==> config.mk <==
export PLATFORM = sky130hd
export DESIGN_NAME = apb_slave_mem
export DESIGN_NICKNAME = d
export VERILOG_FILES = /design/src/rtl/apb_slv_pkg.sv /design/src/rtl/apb_slv_regfile.sv /design/src/rtl/apb_slave_mem.sv
export SDC_FILE = /design/constraint.sdc
export NUM_CORES = 1
export LEC_CHECK = 0
export CORE_ASPECT_RATIO = 0.8
export CORE_UTILIZATION = 45
export DETAILED_ROUTE_END_ITERATION = 10
export SLEW_MARGIN = 20
export SYNTH_ARGS = -nofsm -noshare
export SYNTH_HDL_FRONTEND = slang
export SYNTH_HIERARCHICAL = 1
export SYNTH_SLANG_ARGS = --single-unit
==> constraint.sdc <==
create_clock -name clk -period 3.82 [get_ports clk]
set_input_delay 0.764 -clock clk [delete_from_list [all_inputs] [get_ports clk]]
set_output_delay 0.764 -clock clk [all_outputs]
set_load 0.02 [all_outputs]
==> src/rtl/apb_slv_pkg.sv <==
// Shared types and widths for the APB completer register bank.
// Imported by the FSM top and the flop-array regfile.
package apb_slv_pkg;

  localparam int APB_ADDR_W = 32;
  localparam int APB_DATA_W = 32;
  localparam int NUM_PSEL   = 4;
  localparam int ERR_CNT_W  = 8;

  typedef enum logic [1:0] {
    IDLE,
    SETUP,
    ACCESS
  } apb_state_e;

  typedef struct packed {
    logic [APB_ADDR_W-1:0] addr;
    logic                  write;
    logic [APB_DATA_W-1:0] wdata;
    logic                  unal;
  } apb_req_t;

  function automatic logic is_unaligned(
    input logic [APB_ADDR_W-1:0] a
  );
    return a[1:0] != 2'b00;
  endfunction

endpackage

==> src/rtl/apb_slv_regfile.sv <==
// DEPTH x 32 flop array, async clear, one write port
// and one combinational read port.
module apb_slv_regfile
  import apb_slv_pkg::*;
#(
  parameter int DEPTH = 16,
  parameter int AW    = $clog2(DEPTH)
) (
  input  logic                  clk,
  input  logic                  rst_n,
  input  logic                  we,
  input  logic [AW-1:0]         widx,
  input  logic [APB_DATA_W-1:0] wdata,
  input  logic [AW-1:0]         ridx,
  output logic [APB_DATA_W-1:0] rdata
);

  logic [APB_DATA_W-1:0] mem [DEPTH];

  always_ff @(posedge clk or negedge rst_n) begin
    if (!rst_n) begin
      for (int i = 0; i < DEPTH; i++) begin
        mem[i] <= '0;
      end
    end else if (we) begin
      mem[widx] <= wdata;
    end
  end

  assign rdata = mem[ridx];

endmodule

==> src/rtl/apb_slave_mem.sv <==
// APB completer: phase-tracking FSM, registered read data,
// saturating protocol-error counter over a word regfile.
module apb_slave_mem
  import apb_slv_pkg::*;
#(
  parameter int SLAVE_ID = 0,
  parameter int DEPTH    = 16
) (
  input  logic                  clk,
  input  logic                  Prstn,
  input  logic [NUM_PSEL-1:0]   Psel,
  input  logic                  Penable,
  input  logic                  Pwrite,
  input  logic [APB_ADDR_W-1:0] Paddr,
  input  logic [APB_DATA_W-1:0] Pwdata,
  output logic [APB_DATA_W-1:0] Prdata,
  output logic [ERR_CNT_W-1:0]  err_cnt
);

  localparam int AW = $clog2(DEPTH);

  apb_state_e state;
  apb_req_t   lat;

  logic                  sel;
  logic                  unused_psel;
  logic [AW-1:0]         idx;
  logic [APB_DATA_W-1:0] rd;
  logic                  same;
  logic                  go_setup;
  logic                  go_access;
  logic                  err;
  logic                  we;
  apb_state_e            nxt;

  assign sel         = Psel[SLAVE_ID];
  assign unused_psel = ^Psel;
  assign idx         = Paddr[2 +: AW];

  assign same = (Paddr == lat.addr)
             && (Pwrite == lat.write)
             && (Pwdata == lat.wdata);

  always_comb begin
    go_setup  = 1'b0;
    go_access = 1'b0;
    err       = 1'b0;
    nxt       = IDLE;
    unique case (state)
      SETUP: begin
        unique case (1'b1)
          (sel && Penable && same): begin
            go_access = 1'b1;
            nxt       = ACCESS;
          end
          (sel && Penable && !same): begin
            err = 1'b1;
          end
          (sel && !Penable): begin
            err      = 1'b1;
            go_setup = 1'b1;
            nxt      = SETUP;
          end
          default: begin
            err = 1'b1;
          end
        endcase
      end
      ACCESS: begin
        unique case (1'b1)
          (sel && !Penable): begin
            go_setup = 1'b1;
            nxt      = SETUP;
          end
          (sel && Penable): begin
            err = 1'b1;
          end
          default: begin
          end
        endcase
      end
      default: begin
        unique case (1'b1)
          (sel && !Penable): begin
            go_setup = 1'b1;
            nxt      = SETUP;
          end
          (sel && Penable): begin
            err = 1'b1;
          end
          default: begin
          end
        endcase
      end
    endcase
    // A misaligned setup is flagged once, even on an erroring re-setup
    if (go_setup && is_unaligned(Paddr)) begin
      err = 1'b1;
    end
  end

  assign we = go_access && lat.write && !lat.unal;

  apb_slv_regfile #(
    .DEPTH (DEPTH),
    .AW    (AW)
  ) u_rf (
    .clk   (clk),
    .rst_n (Prstn),
    .we    (we),
    .widx  (idx),
    .wdata (Pwdata),
    .ridx  (idx),
    .rdata (rd)
  );

  always_ff @(posedge clk or negedge Prstn) begin
    if (!Prstn) begin
      state   <= IDLE;
      lat     <= '0;
      Prdata  <= '0;
      err_cnt <= '0;
    end else begin
      state <= nxt;
      if (go_setup) begin
        lat.addr  <= Paddr;
        lat.write <= Pwrite;
        lat.wdata <= Pwdata;
        lat.unal  <= is_unaligned(Paddr);
        if (!Pwrite) begin
          Prdata <= is_unaligned(Paddr) ? '0 : rd;
        end
      end
      if (err && (err_cnt != '1)) begin
        err_cnt <= err_cnt + 1'b1;
      end
    end
  end

endmodule

; Yosys cells after proc, flatten, opt, wreduce, memory -nomap -nowiden
; Cells that the tools add are included.
; Widths: inputs -> output; s select.
[totals]
reg_bits = 620
[classes]
mux = 17
order_cmp = 2
reduce_logical = 14
addsub = 1
eq_ne = 5
bitwise_logic = 2
[op_table]
columns = operator, count
row1 = $bwmux 512, 1
row2 = $bmux 32 s4, 1
row3 = $demux 32 s4, 1
row4 = $mux 32, 4
row5 = $eq 32x32->1, 2
row6 = $logic_and 1x1->1, 10
row7 = $add 8x1->8 const B, 1
row8 = $mux 1, 8
row9 = $ne 8x8->1 const B, 1
row10 = $ge 5x5->1 const B, 1
row11 = $lt 5x1->1 const B, 1
row12 = $not 4->5, 1
row13 = $pmux 2 s2, 1
row14 = $eq 2x1->1 const B, 1
row15 = $logic_not 1->1, 2
row16 = $mux 2, 1
row17 = $reduce_and 2->1, 1
row18 = $reduce_bool 2->1, 1
row19 = $eq 1x1->1, 1
row20 = $not 1->1, 1

; Depth between registers and ports, before layout
[logic_depth]
depth_word = 8
depth_mapped = 11
depth_no_buf = 9

; Modules after synthesis
; Netlist, hierarchy kept.
[modules_own_cells]
columns = mod, seq_area_each_um2, instances, cells_each, area_per_inst_um2
row1 = apb_slv_regfile, 12812.3, 1, 1405, 22774.3
row2 = apb_slave_mem, 2702.6, 1, 409, 4875.9

; Least setup slack after synthesis
; Ideal clock, no wire load.
[synth_timing]
path_type = input to register
start = input port Paddr[0]
end = register u_rf/mem[385] in the netlist's numbering
path_stages = 11
t_arrival_ns = 2.974
path_slack_ns = 0.721
n_path_buf = 2
required_ns = 3.695
setup_time_ns = 0.125
path_cell_list = xnor2_1 > nand4_1 > nor4_1 > nand3_1 > nor3_1 > and3_1 > nor3b_2 > and3_1 > clkbuf_1 > buf_2 > mux2_2
[synth_via]
elab_chain_len = 8
[synth_lines]
columns = element, line_no
row1 = "start, declared", apb_slave_mem.sv:14  ; input logic [APB_ADDR_W-1:0] Paddr,
row2 = $eq 32x32->1, apb_slave_mem.sv:40  ; assign same = (Paddr == lat.addr)
row3 = $logic_and 1x1->1, apb_slave_mem.sv:41  ; && (Pwrite == lat.write)
row4 = $logic_and 1x1->1, apb_slave_mem.sv:42  ; && (Pwdata == lat.wdata);
row5 = $logic_and 1x1->1, apb_slave_mem.sv:52  ; (sel && Penable && same): begin
row6 = $mux 1, apb_slave_mem.sv:51  ; unique case (1'b1)
row7 = $mux 1, apb_slave_mem.sv:49  ; unique case (state)
row8 = $logic_and 1x1->1 (2 in a row), apb_slave_mem.sv:102  ; assign we = go_access && lat.write && !lat.unal;
row9 = net we, apb_slave_mem.sv:33  ; logic we;
row10 = "end signal, assigned by index", apb_slv_regfile.sv:26  ; mem[widx] <= wdata;
row11 = "end, declared", apb_slv_regfile.sv:18  ; logic [APB_DATA_W-1:0] mem [DEPTH];
; The timed path passes the listed nets, and every way through them passes these cells.
; A chain may end at the register's enable or synchronous reset.

; Final worst setup path
[layout_timing]
start = input port Pwdata[28]
end = register u_rf/mem[376] in the netlist's numbering
[layout_via]
elab_chain_len = 7
[layout_lines]
columns = element, line_no
row1 = "start, declared", apb_slave_mem.sv:15  ; input logic [APB_DATA_W-1:0] Pwdata,
row2 = $eq 32x32->1, apb_slave_mem.sv:42
row3 = $logic_and 1x1->1, apb_slave_mem.sv:42
row4 = $logic_and 1x1->1, apb_slave_mem.sv:52
row5 = $mux 1, apb_slave_mem.sv:51
row6 = $mux 1, apb_slave_mem.sv:49
row7 = $logic_and 1x1->1 (2 in a row), apb_slave_mem.sv:102
row8 = net we, apb_slave_mem.sv:33
; The timed path passes the listed nets, and every way through them passes these cells.

==> flow_summary.ini <==
[outcome]
status = complete, no violations

[sta]
layout_setup_ws_ns = 0.133
finalClockSkew_ns = 0.0246
worstMarginPinSlew_ns = 0.981
min_period_ns = 3.69
setup_violations = 0
fin_setup_tns_ns = 0
slew_violations = 0
fmax_mhz = 271
max_slew_margin_pct = 34.6
post-route-period-util_pct = 96.5
hold_viol_final = 0
rsz0062_at_grt = false

[route]
drt_iter0_markers = 951
drtPass1Iterations = 4
wl_um = 68500
viasPerCell = 5.63
post-route-drc-count = 0
avgRoutedWirePerCell_um = 24.3
vias = 15900
ant_nets = 0

[clocking]
clkSinkCount = 620
cts_tree = built
clk_pin_slew_worst_paths_ns = 0.06
clockBufferDepth = 3
hold_buffers = 0
cts_buffers = 61
clock_latency_ns = 0.62
cts.htree.levels = 2
cts_setup_buffers = 0
clock-root-buffer = clkbuf_16

[global_routing]
antenna_found_initial = 0
grt_pass1_vias = 17200
grt_max_degree = 140
track_usage_pct = 22.7
grt_pass1_wl_um = 107000
overflow = 0

[die]
dieHeight_um = 224
dieArea_um2 = 62400
core_area_um2 = 60200
ios = 112
die_w_um = 279
start_util_pct = 46.0
rows = 80

[logic_synthesis]
synth_edf_count = 0
ys_async_sr_fraction_pct = 100
synth-main-ff-cell = dfrtp_1
yosysTopAreaCell = dfrtp_1
yosysTopAreaCellShare_pct = 56.1
synth.area.top_cells = dfrtp_1 56%, mux2_2 22%, mux4_2 10%
synth_area_um2 = 27700
synthTopCellsByCount = 620 x dfrtp_1, 533 x mux2_2, 128 x mux4_2
ys_ff_latch = 620
ys_types = 33
seq_area_frac_synth_pct = 56.1
ys_warn_count = 6
avgSynthCellArea_um2 = 15.2
syn-instance-count = 1814
syn_nets = 1887
yosysMostFrequentCell = dfrtp_1

[place]
placed_area_um2 = 30600
place_inst = 2716
place_hpwl_um = 42200
place_ws_ns = -0.692
gp_congestion = 0.747
place.port_buffers = 108

[critical_path]
ff2ff_path_depth = 11
r2r_start = lat[25]
crit_arrival_ns = 4.18
start_kind = input port
reg2reg_slack_ns = 0.43
worstSetupPathType = in -> reg
crit_required_ns = 4.31
rr_endpoint = u_rf/mem[376]
end_kind = register
crit_fanout = 12

[final_layout]
fin_nets = 2032
register_area_um2 = 15500
multi_input_area_um2 = 11600
design_area_um2 = 32800
syn_to_final_growth_pct = 18.5
fillerInstances = 4940
antenna_cells = 0
drive_above_1_share_pct = 45.6
layout.cells.non_filler = 2823

[hold_path]
hp-class = in -> async

[flow_run]
cap_violations = 0

[pwr]
leakage_uw = 0.0154
p_per_area_nw_per_um2 = 435
ir_drop_uv = 356
total_power_uw = 14300
-- state kept, by name, indices dropped and copies added (netlist names) --
| register | count |
|---|---|
| u_rf/mem | 512 |
| err_cnt | 8 |
| state | 2 |
| lat | 66 |
| Prdata | 32 |
-- cells in the final DEF, fill, tap and decap left out, types with 9 or more instances in the layout --
master           count
mux2_2             533
mux2_1              44
nand4_1             15
clkinv_2            12
buf_12              38
nand2_1            104
o21ai_0             23
xor2_1              18
clkdlybuf4s50_1    105
mux4_2             128
dfrtp_1            620
a22oi_1             64
xnor2_1             50
buf_4               82
o21ai_1             11
clkbuf_8            14
nor2_4              11
clkbuf_16           61
bufinv_16            9
clkbuf_1             9
-- timing repair --
item | in CTS | in global routing
pin swaps | 0 | 1
gates cloned | 0 | 0
hold endpoints to repair | 0 | 0
endpoints found under the setup margin | 109 | 190
resized for setup | 3 | 3
-- critical path, stage by stage --
cell and delay [ns]:
clkdlybuf4s50_1 0.46, buf_4 0.17, xnor2_2 0.15, nand4_1 0.24, buf_4 0.21, nor4_1 0.32, nand3_1 0.17, nor3_2 0.25
and3_2 0.28, nand3b_1 0.12, or3_2 0.47, buf_4 0.25, mux2_2 0.30
-- through the flow --
step                      util [%]  hold WS (ns)
after global placement        50.9         0.463
final                         54.5         0.202
after global routing          54.5         0.245
after floorplan                  -         0.453
after CTS                     54.4         0.222
after detailed placement      50.9         0.476
-- routing by layer --
| layer | vias to the layer above | GRT usage [%] | part of all wire, % |
|---|---|---|---|
| met4 | 0 | 5.14 | 1.9 |
| met2 | 239 | 35.4 | 46 |
| li1 | 6931 | - | - |
| met1 | 8640 | 33.9 | 48 |
| met3 | 94 | 2.84 | 3.5 |
| met5 | - | 0 | 0 |
-- area by class of cell --
type / count / area share (%)
multi-input combinational: 1046 / 35.5
timing repair buffer: 229 / 7.57
inverter: 1 / 0.0115
tap: 820 / 3.13
clock buffer: 83 / 5.31
clock inverter: 24 / 1.08
sequential: 620 / 47.4
-- kinds of logic (layout without fill, tap and decap cells) --
logic type               after synthesis  after routing  share of synthesized area, %
adder cells (fa/ha/maj)                1              1                        0.0452
flip-flops                           620            620                          56.1
XOR/XNOR                              71             71                          2.28
AND/OR/NAND/NOR                      166            166                          2.72
buffers and inverters                148            337                          2.30
multiplexers                         706            706                          34.0
AO/OA/AOI/OAI                        102            102                          2.57
-- power by group --
part	switching (uW)	internal (uW)
logic	627	482
registers	118	6710
clock network	2550	3760
-- worst max-delay path by stage --
stage / cells after the start / start / end / slack, ns
final: 13 / Pwdata[28] / u_rf/mem[376] / 0.13
after global routing: 13 / Pwdata[28] / u_rf/mem[393] / 0.03
after floorplan: 11 / Paddr[0] / u_rf/mem[385] / 0.72
after global placement: 13 / Pwdata[28] / u_rf/mem[380] / -0.68
after CTS: 13 / Pwdata[24] / u_rf/mem[376] / 0.01
after detailed placement: 13 / Pwdata[28] / u_rf/mem[393] / -0.69
No activity file was read; power rests on OpenSTA's default activity.
